**src/rtl/serial_tx_stage.sv**
```systemverilog
// serial_tx_stage
// Output stage behind the 8-bit rotate/load register. It takes a parallel word
// through a load/ready handshake and sends it on one line as an asynchronous
// serial frame: start bit, 8 data bits LSB first, optional even parity, then
// one or two stop bits. Every output comes straight from a flop, so the pin
// driven by tx cannot glitch.

module serial_tx_stage #(
    parameter int CLKS_PER_BIT = 4,
    parameter int PARITY_EN    = 1,
    parameter int STOP_BITS    = 1
) (
    input  logic       clk,
    input  logic       rst,
    input  logic [7:0] data,
    input  logic       load,
    output logic       ready,
    output logic       tx,
    output logic       busy,
    output logic       done
);

    localparam int                 DIV_W     = $clog2(CLKS_PER_BIT);
    localparam logic [DIV_W-1:0]   DIV_LAST  = DIV_W'(CLKS_PER_BIT - 1);
    localparam logic [DIV_W-1:0]   DIV_ONE   = DIV_W'(1);
    localparam logic [DIV_W-1:0]   DIV_ZERO  = DIV_W'(0);
    localparam logic [2:0]         STOP_LAST = 3'(STOP_BITS - 1);

    typedef enum logic [2:0] {
        S_IDLE   = 3'd0,
        S_START  = 3'd1,
        S_DATA   = 3'd2,
        S_PARITY = 3'd3,
        S_STOP   = 3'd4
    } state_t;

    // Even parity: XOR of all bits, so ones(word) + parity is always even.
    function automatic logic even_parity(input logic [7:0] word);
        return ^word;
    endfunction

    state_t           state_q, state_d;
    logic [7:0]       shreg_q, shreg_d;
    logic             par_q, par_d;
    logic [2:0]       bitcnt_q, bitcnt_d;
    logic [DIV_W-1:0] div_q, div_d;
    logic             tx_q, tx_d;
    logic             ready_q, ready_d;
    logic             busy_q, busy_d;
    logic             done_q, done_d;
    logic             bit_end_s;

    // State and output registers; reset abandons any frame and parks the line at mark.
    always_ff @(posedge clk or posedge rst) begin
        if (rst) begin
            state_q  <= S_IDLE;
            shreg_q  <= 8'h00;
            par_q    <= 1'b0;
            bitcnt_q <= 3'd0;
            div_q    <= DIV_ZERO;
            tx_q     <= 1'b1;
            ready_q  <= 1'b1;
            busy_q   <= 1'b0;
            done_q   <= 1'b0;
        end else begin
            state_q  <= state_d;
            shreg_q  <= shreg_d;
            par_q    <= par_d;
            bitcnt_q <= bitcnt_d;
            div_q    <= div_d;
            tx_q     <= tx_d;
            ready_q  <= ready_d;
            busy_q   <= busy_d;
            done_q   <= done_d;
        end
    end

    // Next-state logic: bit sequencing, divider, data shifting and word capture.
    always_comb begin
        state_d   = state_q;
        shreg_d   = shreg_q;
        par_d     = par_q;
        bitcnt_d  = bitcnt_q;
        div_d     = div_q;
        bit_end_s = (div_q == DIV_LAST);
        case (state_q)
            S_IDLE: begin
                div_d    = DIV_ZERO;
                bitcnt_d = 3'd0;
                if (load && ready_q) begin
                    shreg_d = data;
                    par_d   = even_parity(data);
                    state_d = S_START;
                end else begin
                    state_d = S_IDLE;
                end
            end
            S_START: begin
                if (bit_end_s) begin
                    div_d    = DIV_ZERO;
                    bitcnt_d = 3'd0;
                    state_d  = S_DATA;
                end else begin
                    div_d = div_q + DIV_ONE;
                end
            end
            S_DATA: begin
                if (bit_end_s) begin
                    div_d   = DIV_ZERO;
                    shreg_d = {1'b0, shreg_q[7:1]};
                    if (bitcnt_q == 3'd7) begin
                        bitcnt_d = 3'd0;
                        state_d  = (PARITY_EN != 0) ? S_PARITY : S_STOP;
                    end else begin
                        bitcnt_d = bitcnt_q + 3'd1;
                    end
                end else begin
                    div_d = div_q + DIV_ONE;
                end
            end
            S_PARITY: begin
                if (bit_end_s) begin
                    div_d    = DIV_ZERO;
                    bitcnt_d = 3'd0;
                    state_d  = S_STOP;
                end else begin
                    div_d = div_q + DIV_ONE;
                end
            end
            S_STOP: begin
                // bitcnt is reused here to count stop bits.
                if (bit_end_s) begin
                    div_d = DIV_ZERO;
                    if (bitcnt_q == STOP_LAST) begin
                        bitcnt_d = 3'd0;
                        state_d  = S_IDLE;
                    end else begin
                        bitcnt_d = bitcnt_q + 3'd1;
                    end
                end else begin
                    div_d = div_q + DIV_ONE;
                end
            end
            default: begin
                state_d  = S_IDLE;
                div_d    = DIV_ZERO;
                bitcnt_d = 3'd0;
            end
        endcase
    end

    // Output logic: derived from the next state so tx changes on the edge that enters a bit.
    always_comb begin
        tx_d    = 1'b1;
        ready_d = (state_d == S_IDLE);
        busy_d  = (state_d != S_IDLE);
        done_d  = (state_q == S_STOP) && bit_end_s && (bitcnt_q == STOP_LAST);
        case (state_d)
            S_IDLE:   tx_d = 1'b1;
            S_START:  tx_d = 1'b0;
            S_DATA:   tx_d = shreg_d[0];
            S_PARITY: tx_d = par_d;
            S_STOP:   tx_d = 1'b1;
            default:  tx_d = 1'b1;
        endcase
    end

    assign tx    = tx_q;
    assign ready = ready_q;
    assign busy  = busy_q;
    assign done  = done_q;

endmodule

```
**config.mk**
```make
export PLATFORM = sky130hd
export DESIGN_NAME = serial_tx_stage
export DESIGN_NICKNAME = d
export VERILOG_FILES = /design/src/rtl/serial_tx_stage.sv
export SDC_FILE = /design/constraint.sdc
export NUM_CORES = 1
export LEC_CHECK = 0
export ABC_AREA = 1
export CAP_MARGIN = 5
export CORE_MARGIN = 2
export CORE_UTILIZATION = 54
export CTS_CLUSTER_SIZE = 16
export DETAILED_ROUTE_END_ITERATION = 6
export PLACE_DENSITY = 0.78
export RECOVER_POWER = 100
export SETUP_SLACK_MARGIN = 0.5
export SLEW_MARGIN = 10
export SYNTH_ARGS = -nofsm -noshare
export SYNTH_HDL_FRONTEND = slang
export SYNTH_SLANG_ARGS = --single-unit
```
**constraint.sdc**
```tcl
create_clock -name clk -period 1.5 [get_ports clk]
set_clock_uncertainty 0.1 [all_clocks]
set_input_delay 0.45 -clock clk [delete_from_list [all_inputs] [get_ports clk]]
set_output_delay 0.45 -clock clk [all_outputs]
set_load 0.02 [all_outputs]
```
; After elaboration in Yosys (flattened, before gate mapping)
; Cells that the tools add are included.
[op_classes]
muxes = 22
n_reduce_logical = 13
add_sub_neg = 2
n_eq_ne = 13
[ops]
columns = operator, count
row1 = $mux W3, 11
row2 = $mux W8, 2
row3 = $pmux W8 S2, 1
row4 = $pmux W3 S5, 1
row5 = $eq A3 B2 Y1 const B, 4
row6 = $logic_not A3 Y1, 3
row7 = $pmux W3 S3, 1
row8 = $reduce_xor A8 Y1, 1
row9 = $eq A3 B1 Y1 const B, 2
row10 = $eq A3 B3 Y1 const B, 2
row11 = $ne A2 B2 Y1 const B, 3
row12 = $reduce_and A3 Y1, 2
row13 = $mux W2, 2
row14 = $reduce_or A4 Y1, 1
row15 = $add A3 B1 Y3 const B, 1
row16 = $logic_and A1 B1 Y1, 3
row17 = $mux W1, 3
row18 = $pmux W1 S3, 1
row19 = $reduce_bool A3 Y1, 1
row20 = $add A2 B1 Y2 const B, 1
row21 = $eq A2 B2 Y1 const B, 1
row22 = $ne A2 B1 Y1 const B, 1
row23 = $reduce_bool A2 Y1, 1
row24 = $reduce_or A2 Y1, 1
[word_totals]
regBits = 21
in_bits = 11
out_inout_bits = 4

; Depth between registers and ports, before layout
[depth]
depth_word = 6
depth_mapped = 10
ltp_nobuf = 10

; Worst setup path after synthesis
; Ideal clock, no wire load.
[synth_timing]
kind = reg2reg
startpoint = register div_q[0]
endpoint = register busy_q (netlist: busy)
path_stages_with_launch = 8
path_slack_ns = 0.074
setup_ns = 0.117
arrival_time_ns = 1.209
cell_sequence = dfrtp_1 ha_1 inv_1 nor2_8 nand2_4 nand4_1 nor2_2 inv_1
[synth_between]
elab_chain_len = 4
elab_cells_between_ends = 7
[synth_lines]
columns = item, line
row1 = "start, declared", 46  ; logic [DIV_W-1:0] div_q, div_d;
row2 = "start signal, assigned", 70  ; div_q <= div_d;
row3 = $eq A2 B2 Y1 *, 85  ; bit_end_s = (div_q == DIV_LAST);
row4 = $mux W3 (on tied branches), --
row5 = $pmux W3 S5 *, 86  ; case (state_q)
row6 = $reduce_bool A3 Y1 *, 156  ; busy_d = (state_d != S_IDLE);
row7 = via busy_d, 49  ; logic busy_q, busy_d;
row8 = "end signal, assigned", 73  ; busy_q <= busy_d;
row9 = "end, declared", 49
; The timed path passes the listed nets; every way through them passes the cells marked *.
; A chain may end at the register's enable or synchronous reset.

; Worst setup path in the final report
[layout_timing]
startpoint = register ready_q (netlist: ready)
endpoint = register tx_q (netlist: tx)
[layout_between]
elab_cells_between_ends = 11
[layout_lines]
columns = item, line
row1 = "start, declared", 48  ; logic ready_q, ready_d;
row2 = "start signal, assigned", 72  ; ready_q <= ready_d;
row3 = $logic_and A1 B1 Y1, 90  ; if (load && ready_q) begin
row4 = $mux W8, 90
row5 = $pmux W8 S2, 86
row6 = via shreg_d[0], 43  ; logic [7:0] shreg_q, shreg_d;
row7 = $pmux W1 S3, 158  ; case (state_d)
row8 = via tx_d, 47  ; logic tx_q, tx_d;
row9 = "end signal, assigned", 71  ; tx_q <= tx_d;
row10 = "end, declared", 47
; The timed path passes the listed nets, and every way through them passes these cells. The select of a mux whose other input is x is not followed.

==> run metrics <==
status=finished, violations left; violated checks=DRC, setup timing; final setup TNS=-1.02 ns; Net Sw Power=0.633 mW; Total GRT Usage=29.2%; Antenna Nets Post-Route=0; antenna violations before repair=0; commonest non-fill, non-tap cell in the layout=nand2_1; relative slew slack=65.2%; Pleak=1.05 nW; post-synth cell types=24; mean number of vias per cell=6.17; fillers=76; Multi-input gate area=842 um^2; Syn-to-layout area delta=64.8%; post-route setup slack=-0.258 ns; Max-Cap Viols=0; Peak VDD IR=905 uV; area leader, netlist=dfrtp_1; Hold WC Path Type=reg -> reg; vias in the first global route=1273; Placed Cells incl. Taps=211; clock share of power=18.4%; fin cells=239; antenna cells=0; Reg clk slew, reported paths=0.14 ns; Max Transition Viols Final=0; Top-Level Pins=15; I/O Buffers=14; Yosys reg bits=21; H-tree depth=1; post-synthesis sequential area ratio=43.2%; first-pass GRT wire length=5640 um; Yosys top cell area share=38.9%; DP HPWL=1780 um; pwr/cell area=828 mW/mm^2; Worst setup SP type=flip-flop; Overall Power=1.67 mW; standard-cell rows=17; Crit. End Element=flip-flop; TritonCTS clock tree=done; Tcrit/Tclk final=117%; share of layout cells above drive strength 1=47.4%; WL final=5110 um; Cell Area, Placed=0.00154 mm^2; DR iter-0 viols=96; RSZ-0062 raised after global routing=true; Final Hold Fails=0; DR vias=1475; Int Pwr=1.03 mW; Synth area leaders=dfrtp_1, nand2_1, inv_1; cts hold-fix bufs=0; Critical Path Fanout Max=2; grt total ovfl=0; Slew @ Worst Pin=0.523 ns; Post-Layout Inst Area=0.00201 mm^2; storage element area=531 um^2; commonest cells after routing, fill and taps aside=nand2_1, buf_4, inv_1; drt drc=1; utilization after layout=92.7%; Fin Hold WS=0.439 ns; Die X-Extent=51.6 um; Num CTS Buffers=3; later-pin clock latency in the skew report=0.33 ns; minimum clock period=1.76 ns; DIE HEIGHT=51.6 um; final setup fails=14; clock sink count=21; Gate power share=39.8%; Critical Path AT=1.94 ns; Placer Congestion=0.800; full die area=0.00266 mm^2; Post-Syn Instances=157; mapped cell area=0.00122 mm^2; critical path required time=1.68 ns; largest net degree at the start of global routing=22; average cell area after synthesis=7.78 um^2; sw frac=38.0%; Place WS=-0.293 ns; Reg power frac=41.8%; Initial Util=56.3%; CP Class=reg -> reg; Clock Path Buffers=2; Mapped Nets=172; nets=227; core footprint=0.00217 mm^2; Yosys warnings=0; FMAX=569 MHz; clock root cell=clkbuf_4; Routed WL per cell=21.4 um; DR pass1 iterations=7
[registers in the layout, indices dropped and copies added (netlist names)]
| register | count |
|---|---|
| shreg_q | 8 |
| bitcnt_q | 3 |
| state_q | 3 |
| div_q | 2 |
| busy | 1 |
| done | 1 |
| par_q | 1 |
| ready | 1 |
| tx | 1 |
[worst max-delay path, cell delays in order (launching register included)]
cell and delay (ns):
dfstp_2 0.60, buf_4 0.15, nand2_1 0.07, o21ai_1 0.18, nand2_1 0.12, nand3_2 0.09, nor2_1 0.06, nor2_1 0.16
nand2_1 0.10, nand2_1 0.10
[path summary, 6_finish.rpt]
check                           startpoint          to  slack, ns  depth (start not counted)
worst max-delay path                 ready          tx      -0.26                          9
worst min-delay path                 par_q       par_q       0.44                          2
worst max register to register       ready          tx      -0.26                          9
worst min register to register       par_q       par_q       0.44                          2
max in group asynchronous              rst  state_q[1]       0.36                          3
min in group asynchronous              rst  state_q[2]       0.56                          3
[routing by layer]
layer / global-route usage, % / routed length [um] / share of wire, %
met3: 2.30 / 440 / 8.6
met2: 54.3 / 2480 / 49
met5: 0 / 0 / 0
met4: 11.4 / 364 / 7.1
met1: 34.9 / 1820 / 36
[area by class of cell]
cell class                 count  area share (%)
clock buffer                   4            1.31
inverter                      26            5.72
multi-input combinational    110            41.9
sequential                    21            26.4
tap                           28            1.74
timing repair buffer          50            23.0
[cells by family after synthesis]
family	after synthesis	synth area share, %
simple gates	89	35.0
buf+inv	26	8.40
flops	21	43.2
compound gates	17	9.22
fa+ha+maj	4	4.10
[Yosys cell counts (all sizes together)]
cell	count
nor2	15
o22ai	3
o221ai	2
a22oi	4
nand4	1
a21oi	1
a21boi	1
dfstp	2
nand2	63
clkinv	1
inv	25
dfrtp	19
o21ai	6
ha	4
nand3	9
nor3	1
[power groups by stage]
stage / registers, mW / logic [mW] / clock network (mW)
floorplan: 0.702 / 0.227 / 0
global route: 0.699 / 0.699 / 0.320
global placement: 0.685 / 0.376 / 0
CTS: 0.680 / 0.520 / 0.281
finish: 0.696 / 0.663 / 0.307
detailed placement: 0.687 / 0.388 / 0
[timing repair]
item / 4_1_cts / 5_1_grt
buffers inserted: 14 / 10
pin swaps: 21 / 24
resized for setup: 81 / 21
setup endpoints to repair: 25 / 25
(Power assumes the default switching activity.)
